--- config.mk ---
export PLATFORM = sky130hd
export DESIGN_NAME = lsu_ctrl
export DESIGN_NICKNAME = d
export VERILOG_FILES = /design/src/rtl/lsu_ctrl.sv
export SDC_FILE = /design/constraint.sdc
export NUM_CORES = 1
export LEC_CHECK = 0
export BUFFER_PORTS_ARGS = -buffer_cell sky130_fd_sc_hd__buf_2
export CELL_PAD_IN_SITES_DETAIL_PLACEMENT = 1
export CELL_PAD_IN_SITES_GLOBAL_PLACEMENT = 2
export CORE_ASPECT_RATIO = 2
export CORE_MARGIN = 2
export CORE_UTILIZATION = 28
export CTS_CLUSTER_DIAMETER = 30
export DETAILED_ROUTE_END_ITERATION = 10
export GPL_TIMING_DRIVEN = 1
export PLACE_DENSITY_LB_ADDON = 0.25
export SYNTH_ARGS = -nofsm -noshare
export SYNTH_HDL_FRONTEND = slang
export SYNTH_SLANG_ARGS = --single-unit
--- constraint.sdc ---
create_clock -name clk -period 1.7 [get_ports clk]
set_input_delay 0.34 -clock clk [delete_from_list [all_inputs] [get_ports clk]]
set_output_delay 0.34 -clock clk [all_outputs]
set_load 0.01 [all_outputs]
--- src/rtl/lsu_ctrl.sv ---
// lsu_ctrl: byte-addressed load/store controller with RMW sub-word stores and extended sub-word loads
module lsu_ctrl #(
  parameter int DEPTH = 100
) (
  input  logic        clk,
  input  logic        rst,
  input  logic        req,
  input  logic        is_store,
  input  logic [1:0]  size,
  input  logic        uns,
  input  logic [31:0] addr,
  input  logic [31:0] wdata,
  output logic        ready,
  output logic        done,
  output logic        err,
  output logic [31:0] rdata,
  output logic [31:0] mem_addr,
  output logic [31:0] mem_wdata,
  output logic        mem_we,
  input  logic [31:0] mem_rdata
);
  localparam logic [2:0] IDLE = 3'd0, LOAD = 3'd1, WRITE = 3'd2, RMW_RD = 3'd3, RMW_WR = 3'd4;
  logic [2:0]  state;
  logic [1:0]  sz_q;
  logic        u_q, bad;
  logic [31:0] a_q, wd_q, merge, mask, lane, ld;
  logic [4:0]  sh;
  always_comb begin
    bad = size == 2'b11 || (size == 2'b01 && addr[0]) || (size == 2'b10 && addr[1:0] != 2'b00) ||
          {2'b00, addr[31:2]} >= 32'(DEPTH);
    sh = {a_q[1:0], 3'b000};
    mask = (sz_q == 2'b00 ? 32'h0000_00ff : 32'h0000_ffff) << sh;
    lane = mem_rdata >> sh;
    ld = sz_q == 2'b00 ? {{24{lane[7] & ~u_q}}, lane[7:0]} :
         sz_q == 2'b01 ? {{16{lane[15] & ~u_q}}, lane[15:0]} : mem_rdata;
  end
  assign ready     = state == IDLE;
  assign mem_we    = state == WRITE || state == RMW_WR;
  assign mem_addr  = {2'b00, a_q[31:2]};
  assign mem_wdata = state == RMW_WR ? merge : wd_q;
  always_ff @(posedge clk or negedge rst) begin
    if (!rst) begin
      state <= IDLE;
      done  <= 1'b0;
      err   <= 1'b0;
      rdata <= '0;
      a_q   <= '0;
      wd_q  <= '0;
      sz_q  <= '0;
      u_q   <= 1'b0;
      merge <= '0;
    end else begin
      done <= 1'b0;
      err  <= 1'b0;
      case (state)
        IDLE: if (req) begin
          a_q  <= addr;
          wd_q <= wdata;
          sz_q <= size;
          u_q  <= uns;
          if (bad) {done, err} <= 2'b11;
          else state <= !is_store ? LOAD : size == 2'b10 ? WRITE : RMW_RD;
        end
        LOAD: begin
          rdata <= ld;
          done  <= 1'b1;
          state <= IDLE;
        end
        RMW_RD: begin
          merge <= (mem_rdata & ~mask) | ((wd_q << sh) & mask);
          state <= RMW_WR;
        end
        WRITE, RMW_WR: begin
          done  <= 1'b1;
          state <= IDLE;
        end
        default: state <= IDLE;
      endcase
    end
  end
endmodule

==> reports/qor.yml <==
status: "complete, but fails checks"
p_switching_mw: 2.35
drv_cap: 0
synth_top_cell_area_share: 0.488
cp-start-kind: "flop"
final.period_utilization: 1.30
seq_area_frac_synth: 0.488
die_w_um: 116
setup-violations-final: 96
post-route-drc-count: 0
die_h_um: 227
drt-initial-drc-count: 222
final_area_um2: 9680
hpwl_um: 19700
gr-total-overflow: 0
synth-warning-count: 0
clock_sinks: 136
ant_nets: 0
synth_top_area_cell: "dfrtp_1"
seq_power_share: 0.413
vias: 6233
avgViaCountPerCell: 4.71
synth_edf_count: 0
clk_path_buf_depth: 2
crit_type: "flop to output port"
grt_setup_unrepaired: "yes"
wire_per_inst_um: 19.8
grt_pass1_wl_um: 39100
design.portCount: 203
cp.required_ns: 1.36
ys_ff_latch: 136
cts-root-buf: "clkbuf_16"
drive_gt1_frac: 0.374
io_buffer_count: 200
combPwrFrac: 0.186
worst_slack_ns: -0.509
place_inst: 1286
fillers: 2927
antenna_found_initial: 0
intPower_mw: 6.20
netlist_instances: 776
n_antenna_cell: 0
synth_cell_types: 46
cp-end-kind: "output port"
row_count: 81
area_growth_pct: 38.7
timing.hold.ws_ns: 0.102
firstDrtPassIters: 4
start_util: 0.285
min_period_ns: 2.21
routed_wl_um: 26200
hp-class: "input pin to flop"
clkTransAtPathRegs_ns: 0.06
cp.arrival_ns: 1.87
final_nets: 1087
synth_flop_cell: "dfrtp_1"
design.die.area_um2: 26300
syn_area_per_cell_um2: 9.00
setup_tns_ns: -18.88
layout.cells.non_filler: 1324
placed_cell_area_um2: 8570
peakVddDrop_mv: 0.514
core_um2: 24500
fmax_ghz: 0.453
violations: "negative setup slack"
synthesis.area_um2: 6980
place_ws_ns: -0.302
final_common_cell: "nand2_1"
cts-htree-levels: 4
clk_latency_ns: 0.43
async_flop_share: 1.00
power_density_nw_per_um2: 884
swShare: 0.275
critical_path.max_fanout: 9
cts_tree: "done"
hold_violations: 0
first_global_vias: 6515
p_leak_nw: 4.80
fin_skew_ns: 0.00700
pwr-share-clk: 0.401
synthTopCellsByArea: "dfrtp_1, nand2_1, mux2_2, mux2i_1, buf_4"
final_cell_mix: "nand2_1, buf_2, dfrtp_1"
gp_congestion: 0.826
cts_buffers: 17
grt_max_degree: 41
grtUsageTotal: 0.202
slew_viol_final: 0
[power groups by stage]
stage	logic (mW)	clock network (mW)	registers, mW
6_report	1.59	3.43	3.53
5_1_grt	1.74	3.67	3.55
4_1_cts	1.56	3.54	3.53
3_5_place_dp	1.47	0	3.58
3_3_place_gp	1.45	0	3.58
2_1_floorplan	0.821	0	3.53
[routing by layer]
layer  part of all wire  GRT usage  routed length, µm
met3              0.052     0.0509               1350
met5                  0          0                  0
met2               0.54      0.360              14200
met4              0.041      0.101               1080
met1               0.36      0.218               9520
[cells by family (layout without fill, tap and decap cells)]
family          count (synthesis)  count (layout)  share of synthesized area
simple gates                  374             374                      0.229
xor+xnor                        1               1                    0.00125
other cells                     1               2                   0.000537
flops                         136             136                      0.488
compound gates                112             112                      0.110
mux                            63              63                      0.100
buf+inv                        89             304                     0.0712
[area by class of cell]
type / count / area [µm²] / area share
flip-flops and latches: 136 / 3400 / 0.352
multi-input cells: 552 / 3320 / 0.343
repair buffers: 274 / 2010 / 0.207
clock buffers: 23 / 478 / 0.0494
inverters: 3 / 11.3 / 0.00116
clock inverters: 4 / 47.5 / 0.00491
well taps: 332 / 415 / 0.0429
[worst paths after layout]
kind | endpoint | slack, ns | start | cells past startpoint
min in group asynchronous | a_q[18] | 0.41 | rst | 2
max | mem_wdata[10] | -0.51 | state[1] | 5
min | a_q[2] | 0.10 | addr[2] | 3
max reg2reg | rdata[17] | -0.16 | state[1] | 8
min reg2reg | a_q[10] | 0.47 | a_q[10] | 2
max in group asynchronous | a_q[29] | 0.69 | rst | 3
[synth_stat cells (all sizes together), types with 7 or more instances]
| library cell | n |
|---|---|
| clkbuf | 27 |
| nand3 | 33 |
| nor2 | 27 |
| a2bb2oi | 7 |
| and2 | 9 |
| nand2 | 269 |
| dfrtp | 136 |
| o21ai | 33 |
| o31ai | 8 |
| mux2 | 35 |
| nor2b | 10 |
| nor3 | 7 |
| mux2i | 26 |
| a311oi | 9 |
| o22ai | 7 |
| a21oi | 17 |
| a21o | 9 |
| buf | 59 |
| a211oi | 8 |
[registers in the layout, indices dropped and copies added (netlist names)]
register	flops
a_q	32
merge	32
rdata	32
wd_q	32
state	3
sz_q	2
done	1
err	1
u_q	1
[metrics by stage]
step                total power, mW  utilization
floorplan                      4.35            -
global placement               5.03        0.349
detailed placement             5.05        0.349
CTS                            8.64        0.384
global route                   8.97        0.395
finish                         8.56        0.395
[worst max-delay path: stages (launching register included)]
cell	delay, ns
dfrtp_1	0.41
nor3b_4	0.24
buf_6	0.15
buf_12	0.14
mux2_2	0.36
buf_2	0.14
[repair_timing]
action / 4_1_cts / 5_1_grt
buffers inserted: 5 / 2
pin swaps: 3 / 5
hold buffers: 1 / 0
endpoints found under the hold margin: 34 / 0
gates resized for setup: 56 / 46
endpoints found under the setup margin: 48 / 71
cloned: 1 / 4
Power figures use the tool's default switching activity.
